--- src/rtl/load_store_unit.sv ---
// Load/store sequencer for a word-wide memory: byte/halfword/word loads with
// lane extraction and extension, sub-word stores via read-modify-write.
module load_store_unit #(
  parameter int ADDR_WIDTH = 32
) (
  input  logic                  clock,
  input  logic                  reset,
  input  logic                  i_start,
  input  logic                  i_is_store,
  input  logic [2:0]            i_funct3,
  input  logic [ADDR_WIDTH-1:0] i_address,
  input  logic [31:0]           i_store_data,
  output logic                  o_busy,
  output logic                  o_done,
  output logic                  o_fault,
  output logic [31:0]           o_load_data,
  output logic [ADDR_WIDTH-1:0] o_mem_address,
  output logic [31:0]           o_mem_write_data,
  output logic                  o_mem_writeEn,
  input  logic [31:0]           i_mem_read_data
);

  typedef enum logic [2:0] {
    S_IDLE,
    S_LOAD,
    S_RMW_READ,
    S_WRITE,
    S_RESP,
    S_FAULT
  } state_t;

  state_t                r_state;
  state_t                w_next_state;
  logic [2:0]            r_funct3;
  logic [ADDR_WIDTH-1:0] r_addr;
  logic [31:0]           r_wdata;
  logic [31:0]           r_load_data;
  logic                  w_illegal;
  logic [7:0]            w_byte;
  logic [15:0]           w_half;
  logic [31:0]           w_load_value;
  logic [31:0]           w_merged;

  // Classification uses the raw request inputs since it happens at acceptance.
  always_comb begin
    w_illegal = 1'b0;
    if (i_funct3 == 3'b011 || i_funct3 == 3'b110 || i_funct3 == 3'b111)
      w_illegal = 1'b1;
    if (i_is_store && i_funct3[2])
      w_illegal = 1'b1;
    if (i_funct3[1:0] == 2'b01 && i_address[0])
      w_illegal = 1'b1;
    if (i_funct3 == 3'b010 && i_address[1:0] != 2'b00)
      w_illegal = 1'b1;
  end

  always_comb begin
    w_next_state = r_state;
    case (r_state)
      S_IDLE: begin
        if (i_start) begin
          if (w_illegal)                 w_next_state = S_FAULT;
          else if (!i_is_store)          w_next_state = S_LOAD;
          else if (i_funct3 == 3'b010)   w_next_state = S_WRITE;
          else                           w_next_state = S_RMW_READ;
        end
      end
      S_LOAD:     w_next_state = S_RESP;
      S_RMW_READ: w_next_state = S_WRITE;
      S_WRITE:    w_next_state = S_RESP;
      S_RESP:     w_next_state = S_IDLE;
      S_FAULT:    w_next_state = S_IDLE;
      default:    w_next_state = S_IDLE;
    endcase
  end

  always_ff @(posedge clock) begin
    if (reset) r_state <= S_IDLE;
    else       r_state <= w_next_state;
  end

  always_comb begin
    case (r_addr[1:0])
      2'd0:    w_byte = i_mem_read_data[7:0];
      2'd1:    w_byte = i_mem_read_data[15:8];
      2'd2:    w_byte = i_mem_read_data[23:16];
      default: w_byte = i_mem_read_data[31:24];
    endcase
    w_half = r_addr[1] ? i_mem_read_data[31:16] : i_mem_read_data[15:0];
    case (r_funct3)
      3'b000:  w_load_value = {{24{w_byte[7]}}, w_byte};
      3'b100:  w_load_value = {24'd0, w_byte};
      3'b001:  w_load_value = {{16{w_half[15]}}, w_half};
      3'b101:  w_load_value = {16'd0, w_half};
      default: w_load_value = i_mem_read_data;
    endcase
  end

  // Until the merge, r_wdata still holds the latched store operand.
  always_comb begin
    w_merged = i_mem_read_data;
    if (!r_funct3[0]) begin
      case (r_addr[1:0])
        2'd0:    w_merged[7:0]   = r_wdata[7:0];
        2'd1:    w_merged[15:8]  = r_wdata[7:0];
        2'd2:    w_merged[23:16] = r_wdata[7:0];
        default: w_merged[31:24] = r_wdata[7:0];
      endcase
    end else if (r_addr[1]) begin
      w_merged[31:16] = r_wdata[15:0];
    end else begin
      w_merged[15:0] = r_wdata[15:0];
    end
  end

  always_ff @(posedge clock) begin
    if (reset) begin
      r_funct3    <= 3'd0;
      r_addr      <= '0;
      r_wdata     <= 32'd0;
      r_load_data <= 32'd0;
    end else begin
      if (r_state == S_IDLE && i_start) begin
        r_funct3 <= i_funct3;
        r_addr   <= i_address;
        r_wdata  <= i_store_data;
      end
      if (r_state == S_LOAD)
        r_load_data <= w_load_value;
      if (r_state == S_RMW_READ)
        r_wdata <= w_merged;
    end
  end

  assign o_busy           = (r_state != S_IDLE);
  assign o_done           = (r_state == S_RESP) || (r_state == S_FAULT);
  assign o_fault          = (r_state == S_FAULT);
  assign o_load_data      = r_load_data;
  assign o_mem_address    = {r_addr[ADDR_WIDTH-1:2], 2'b00};
  assign o_mem_write_data = r_wdata;
  // Reset gates the strobe so a reset landing on WRITE stores nothing.
  assign o_mem_writeEn    = (r_state == S_WRITE) && !reset;

endmodule

--- config.mk ---
export PLATFORM = sky130hd
export DESIGN_NAME = load_store_unit
export DESIGN_NICKNAME = d
export VERILOG_FILES = /design/src/rtl/load_store_unit.sv
export SDC_FILE = /design/constraint.sdc
export NUM_CORES = 1
export LEC_CHECK = 0
export ABC_AREA = 0
export CAP_MARGIN = 0
export CORE_ASPECT_RATIO = 0.8
export CORE_MARGIN = 2
export CORE_UTILIZATION = 49
export CTS_BUF_LIST = sky130_fd_sc_hd__clkbuf_8
export DETAILED_ROUTE_END_ITERATION = 12
export PLACE_DENSITY = 0.93
export SETUP_SLACK_MARGIN = 0.02
export SLEW_MARGIN = 20
export SYNTH_ARGS = -nofsm -noshare
export SYNTH_HDL_FRONTEND = slang
export SYNTH_SLANG_ARGS = --single-unit
--- constraint.sdc ---
create_clock -name clock -period 4.9 [get_ports clock]
set_clock_uncertainty 0.05 [all_clocks]
set_input_delay 0.49 -clock clock [delete_from_list [all_inputs] [get_ports clock]]
set_output_delay 0.49 -clock clock [all_outputs]
set_load 0.01 [all_outputs]
==> summary.md <==
| Metric | Value |
|---|---|
| Number of top-level pins | 203 |
| Number of nets in the layout | 884 |
| Worst hold margin | 407 ps |
| Sequential element share of the synthesized area | 39.4% |
| Antenna violations before repair | 0 |
| WL per Instance | 18.1 microns |
| Transition at the pin with the smallest max-transition slack | 1070 ps |
| Post-route met1 wirelength | 6880 microns |
| Power share of the combinational group | 27.4% |
| Post-CTS clock slew at the launch and capture registers of the worst setup and hold paths | 100 ps |
| Die area | 11,400 sq um |
| Area fraction of the dominant cell type after synthesis | 39.4% |
| Flop pwr share | 47.1% |
| Instance count of the mapped netlist | 654 |
| Count of endpoints failing hold in the final timing report | 0 |
| Estimated wirelength of the detail-placed design | 12,100 microns |
| Primary FF master, synth | sky130_fd_sc_hd__dfxtp_1 |
| WP data required | 5140 ps |
| Count of cells along the worst hold path | 2 |
| GPL Wtd Cong | 0.935 |
| Layout cells sized above 1 | 4.46% |
| Synth unique cells | 44 |
| Total non-filler cell area in the finished layout | 7140 sq um |
| Worst min-delay path class | reg -> reg |
| Most frequent cell after synthesis | sky130_fd_sc_hd__nand2_1 |
| Slowest cell on the critical path | sky130_fd_sc_hd__nor3b_4 |
| Relative area change from synthesis to final layout | 37.7% |
| Synthesized cell area | 5180 sq um |
| Reg2reg path depth | 5 |
| Total of endpoints with negative setup slack in the final report | 0 |
| RR Startpoint | r_state[1] |
| Static Leakage | 2.53 nW |
| Flip-flop and latch count after synthesis | 102 |
| DRC viols | 0 |
| Top cell types by occurrence after synthesis | sky130_fd_sc_hd__nand2_1, sky130_fd_sc_hd__dfxtp_1, sky130_fd_sc_hd__a21oi_1 |
| Sinks on Clock Net | 102 |
| Bufs on Longest Clock Path | 2 |
| Endpoint of the most critical register-to-register path | o_mem_write_data[4] |
| Pin count of the biggest net entering global routing | 101 |
| Endpoint of the worst hold path | r_addr[29] |
| Final period util | 56.6% |
| Synthesized area per cell | 7.92 sq um |
| Worst reg-to-reg setup slack | 2130 ps |
| N_diodes | 0 |
| Initial drt markers | 552 |
| Number of max-slew violations in the final report | 0 |
| Setup Buffers After CTS | 0 |
| Cell type with the largest total area after synthesis | sky130_fd_sc_hd__dfxtp_1 |
| Min-delay src | r_addr[29] |
| Global route total overflow | 0 |
| Total area of multi-input combinational cells | 2650 sq um |
| Clock latency on the worst-skew pair | 370 ps |
| Critical path arrival | 3020 ps |
| Internal power contribution | 1.44 mW |
| Longest individual stage delay on the worst path | 820 ps |
| Remaining antenna violation count after routing | 0 |
| Pwr/cell area | 288 nW/um^2 |
| TritonCTS clock tree | done |
| Overall routing resource usage | 28.9% |
| Highest metal layer with signal wires | met4 |
| Global-route wire length before repair | 26,200 microns |
| Highest clock rate | 361 MHz |
| Clock Tree Root | sky130_fd_sc_hd__clkbuf_8 |
| Critical path type | reg -> reg |
| CTS H-tree lvls | 3 |
| Vias in the first global route | 5,147 |
| RSZ-0062 raised after global routing | false |
| Wire length after detailed routing | 16,800 microns |
| DR WL met3 | 1630 microns |
| Max-Slew Margin vs Limit | 28.6% |
| Number of fillers in the final layout | 835 |
| Number of standard-cell rows in the floorplan | 33 |
| Count of synthesis-stage warnings from yosys | 0 |
| Cell Area, Placed | 6940 sq um |
| Register area | 2040 sq um |
| CTS hold repair buffers | 0 |
| Initial core utilization | 50.4% |
| Core area | 10,300 sq um |
| Average via count per standard cell | 5.81 |
| Post-synth EDFFs | 0 |
| Outcome | finished, final reports clean |
| Total via count after detailed routing | 5,372 |
| Ordered cell list for the critical path | nor3b_4 -> buf_4 -> mux2_4 -> or3_1 -> a21oi_1 |
| Number of CTS-inserted buffers | 9 |
| Worst vdd rail ir drop | 0.000135 V |
| Async set-reset flop share out of synthesis | 0% |
| CP Launch Type | flip-flop |
| Met2 routed WL | 7900 microns |
| Max capacitance violation total | 0 |
| CP max FO | 21 |
| Count of TritonRoute iterations in the first routing pass | 5 |
| Proportion of power drawn by the clock network | 25.6% |
| Overall power of the completed layout | 2.05 mW |
| Minimum period implied by the final worst setup slack | 2770 ps |
| Switching share of power | 30.1% |
| Number of instances resized during post-cts repair | 0 |
| Leading post-synthesis cells by cell area | sky130_fd_sc_hd__dfxtp_1, sky130_fd_sc_hd__nand2_1, sky130_fd_sc_hd__a21oi_1, sky130_fd_sc_hd__a211oi_1, sky130_fd_sc_hd__mux2i_1 |
| Setup TNS Final | 0 ps |
| PortBufs | 200 |
| Sw power | 0.619 mW |
| Height of the die | 96.0 microns |
| Setup crit end kind | flip-flop |
| Die width | 119 microns |
power groups by stage:
stage               clock, mW  combinational (mW)  sequential, mW
finish                  0.525               0.562           0.967
global route            0.567               0.606           0.975
global placement            0               0.537           0.978
detailed placement          0               0.553           0.982
CTS                     0.534               0.557           0.964
floorplan                   0               0.289           0.976
sequential cells by signal (all words and copies together) (netlist names):
register and count:
r_funct3 3, o_mem_write_data 32, o_load_data 32, r_state 3, r_addr 32
final cells by class:
| cell class | count | area share, % |
|---|---|---|
| clock buffers | 10 | 1.93 |
| flip-flops and latches | 102 | 28.6 |
| clock inverters | 5 | 0.719 |
| multi-input cells | 453 | 37.1 |
| repair buffers | 207 | 28.8 |
| well taps | 140 | 2.45 |
| inverters | 8 | 0.421 |
critical path, delay by kind of cell (launching register included):
family,cells,cell delay (ps)
simple gates,2,1190
flops,1,560
mux,1,390
buf+inv,1,360
compound gates,1,140
per-layer routing:
| metal | global-route usage, % | vias to the layer above |
|---|---|---|
| met5 | 0 | - |
| met4 | 9.92 | 0 |
| met3 | 7.88 | 36 |
| met2 | 47.7 | 301 |
| met1 | 36.8 | 2511 |
| li1 | - | 2524 |
how the worst max path moves through the flow:
stage	cells after the start	start	slack [ps]	to
3_3_place_gp	5	i_mem_read_data[31]	2290	o_load_data[30]
4_1_cts	5	r_state[1]	2190	o_mem_write_data[5]
2_1_floorplan	7	r_state[1]	2860	o_mem_write_data[6]
6_report	5	r_state[1]	2130	o_mem_write_data[4]
3_5_place_dp	5	i_mem_read_data[31]	2100	o_load_data[16]
5_1_grt	5	r_state[1]	1930	o_mem_write_data[4]
cell families after synthesis:
kind of cell / Yosys count / synth area share (%)
AND/OR/NAND/NOR: 216 / 19.6
AO/OA/AOI/OAI: 203 / 24.6
flip-flops: 102 / 39.4
buffers and inverters: 100 / 9.97
multiplexers: 32 / 6.38
other: 1 / 0.0724
layout by cell type, fill, tap and decap left out, types with 2 or more instances in the layout:
cell	count
sky130_fd_sc_hd__clkinv_2	2
sky130_fd_sc_hd__and2_1	2
sky130_fd_sc_hd__a22oi_1	12
sky130_fd_sc_hd__mux2i_1	27
sky130_fd_sc_hd__and3_1	11
sky130_fd_sc_hd__dfxtp_1	101
sky130_fd_sc_hd__nor4_1	2
sky130_fd_sc_hd__nor3_1	9
sky130_fd_sc_hd__a211oi_1	36
sky130_fd_sc_hd__mux2_2	4
sky130_fd_sc_hd__a211o_1	12
sky130_fd_sc_hd__a221oi_1	3
sky130_fd_sc_hd__a311oi_1	4
sky130_fd_sc_hd__buf_4	8
sky130_fd_sc_hd__nand2_1	106
sky130_fd_sc_hd__o21ai_0	36
sky130_fd_sc_hd__conb_1	2
sky130_fd_sc_hd__or3b_2	2
sky130_fd_sc_hd__nor4bb_1	3
sky130_fd_sc_hd__nand3b_1	11
sky130_fd_sc_hd__a21boi_0	8
sky130_fd_sc_hd__nand3_1	8
sky130_fd_sc_hd__o22ai_1	4
sky130_fd_sc_hd__clkbuf_8	10
sky130_fd_sc_hd__clkdlybuf4s50_1	199
sky130_fd_sc_hd__nand2b_1	2
sky130_fd_sc_hd__nor2b_1	2
sky130_fd_sc_hd__o21bai_1	3
sky130_fd_sc_hd__a21oi_1	74
sky130_fd_sc_hd__or3_1	10
sky130_fd_sc_hd__nor2_1	43
sky130_fd_sc_hd__a2bb2oi_1	5
sky130_fd_sc_hd__inv_1	9
stage by stage:
stage / setup slack, ps / utilization, % / std cells
CTS: 2190 / 69.3 / 925
finish: 2130 / 69.4 / 925
detailed placement: 2100 / 67.5 / 910
global route: 1930 / 69.4 / 925
global placement: 2290 / 67.5 / 910
floorplan: 2860 / - / 655
Note: power is estimated with default switching activity, not from simulation.
==> edit, RTL diff (same flow settings) <==
Set the parameter `ADDR_WIDTH` to 28 (it was 32).
--- a/src/rtl/load_store_unit.sv
+++ b/src/rtl/load_store_unit.sv
@@ -3,3 +3,3 @@
 module load_store_unit #(
-  parameter int ADDR_WIDTH = 32
+  parameter int ADDR_WIDTH = 28
 ) (
Ports: changed (resized i_address and o_mem_address); port bits go from 203 to 195. No check against the original RTL was run, so the function may have changed too.
==> edit against the original RTL <==
  * Sequential cell count fell by 4
  * Sequential power fell by 3.5%
  * Clock power down 6.7%
  * Register-to-register slack worse by 0.03 ns
  * Sequential share of layout area shrank 0.28 points
  * Area after synthesis decreased by 3.2%
  * Critical path depth increased by 2
  * Setup slack got worse by 0.034 ns
  * Highest routed layer unchanged
  * Synthesized cell count shrank 1.5%
  * Total power fell by 4.2%
  * Routed wire length rose by 1.2%
  * Cell area shrank 3.0%
  * Count of clock-buffer cells in the layout fell by 1
==> edit: results (changes against the original RTL) <==
The flow ran to the end, and the final reports show no timing, DRC or antenna violations. The tools report the maximum buffer depth of the clock tree as 2 (unchanged). The overall via count from detail_route is 5,334 (-0.71%), and the number of iterations in the first detailed-routing pass is 6 (+1). The sequential-to-total area share from yosys stat came out at 39.13% (-0.28 points).

Largest incremental delay on the critical path: 0.79 ns (-0.03 ns). The run gives 0.37 ns (about the same) as the worst-skew pair later-pin latency. Among cell families on the critical path, the largest total delay comes from buffers and inverters. The worst setup slack after placement was 1.811 ns (-0.2848 ns). The run gives 0.4079 ns (+0.0005860 ns) as the worst hold slack. The run gives 2.533 nW (+0.19%) as the static leakage. Fraction of synthesis flops using an asynchronous set or reset pin: 0% (unchanged). For hold timing, the worst endpoint is r_addr[21]. The tools report the startpoint of the most critical setup path as i_start. The tools report the largest vdd supply drop as 139.7 uV (+3.3%).

The synthesis warning total was 0 (unchanged). The number of buffers added on ports was 192 (-4.0%); the placer's final routability congestion estimate was 0.9145 (-2.2%). The antenna cell count was 0 (unchanged); the highest attainable clock frequency was 0.3562 GHz (-1.2%).

The reg2reg setup slack is 2.10 ns (-0.03 ns). The tools report the number of distinct library cells after synthesis as 44 (unchanged). Via count of the first global-routing pass: 4,951 (-3.8%). The placed wire-length estimate after detailed placement is 12,220 um (+0.77%), and the average wire length per cell after detail routing is 18.63 um (+2.8%). The logs give 808 (-3.2%) for the number of inserted filler cells in the final layout and 9 (unchanged) for the number of buffers inserted during clock tree synthesis. The starting DRC count in detailed routing was 596 (+8.0%); the measured slew at the worst slew-check pin was 1.076 ns (+0.009553 ns).

Fraction of layout cells with a size suffix above 1: 4.129% (-0.33 points). In the post-synthesis netlist, the biggest area contributors are dfxtp_1 39%, a21oi_1 8.5%, nand2_1 8.5%, mux2i_1 5.4%, buf_4 4.2%. The number of nets in the layout is 869 (-1.7%), and the logic depth of the worst register-to-register path is 6 (+1). In this run the most critical hold path is launched from r_addr[21]. The run gives 3.04 ns (+0.02 ns) as the endpoint arrival time on the critical path. The worst register-to-register path ends at o_mem_write_data[9]. Clock transition at the registers of the reported paths: 0.10 ns (about the same). The path class of the tightest hold or removal check is reg2reg. The slowest stage of the critical path is the nor4b_4 cell. The tools report the wire length of the first global-routing pass as 25,600 um (-2.3%). The tools report the initial antenna violation count as 0 (unchanged).

The maximum level of the CTS H-tree is 3 (unchanged). The commonest cells after synthesis are 113 x nand2_1, 98 x dfxtp_1, 85 x a21oi_1, 50 x clkbuf_1, 45 x nor2_1. The hold-critical path depth is 2 (unchanged), and the pin count of the biggest net entering global routing is 94 (-6.9%).

The maximum fanout count along the critical path came out at 34 (+62%). The startpoint-to-endpoint class of the critical path was in2reg. The tools report the global routing usage summed across all routing layers as 29.76% (+0.89 points).
[edit: cell types whose count changed in the layout (fill, tap and decap cells not counted), moves of 5 or more]
cell	change
nand2b_1	+10
a21oi_1	+10
a211oi_1	-10
clkdlybuf4s50_1	-8
o21ai_0	-19
a2bb2oi_1	-5
a2111oi_0	+8
and3_1	+10
nor3_1	-5
a221o_1	+7
nand3b_1	-11
nand2_1	+7
[edit: worst register-to-register path, delay by kind of cell (launching register included)]
family                 cells  cell delay, ns
and+or+nand+nor            1            0.88
DFF                        1            0.58
AOI/OAI and AO/OA          3            0.54
buffers and inverters      2            0.67
[edit: stage by stage]
step           cells  instance area, um^2
5_1_grt          911                 6923
3_3_place_gp     895                 6739
2_1_floorplan    645                 5017
3_5_place_dp     895                 6739
6_report         911                 6923
4_1_cts          911                 6914
[edit: final cells by class]
class / count / area (um^2) / share of cell area, %
Clock buffer: 9 / 123.9 / 1.789
Clock inverter: 7 / 51.30 / 0.7410
Inverter: 11 / 41.29 / 0.5964
Multi-Input combinational cell: 450 / 2596 / 37.50
Sequential cell: 98 / 1963 / 28.36
Tap cell: 136 / 170.2 / 2.458
Timing Repair Buffer: 200 / 1977 / 28.56
[edit: logic make-up (layout without fill, tap and decap cells)]
family          Yosys count  after routing  share of synthesized area (%)
mux                      28             28                          5.690
simple gates            225            225                          20.36
other cells               1              2                        0.07480
flops                    98             98                          39.13
buf+inv                  97            227                          9.708
compound gates          195            195                          25.03
[edit: routing by layer]
layer	track usage, %	vias to the layer above	part of all wire (%)
li1	-	2491	-
met1	42.19	2442	43
met2	45.04	362	44
met3	7.253	39	12
met4	8.431	0	2.0
met5	0	-	0
[edit: power by group]
part           switching, mW  internal [mW]  leakage [nW]
clock                  0.301          0.189        0.0918
sequential            0.0668          0.866         0.804
combinational          0.265          0.281          1.64
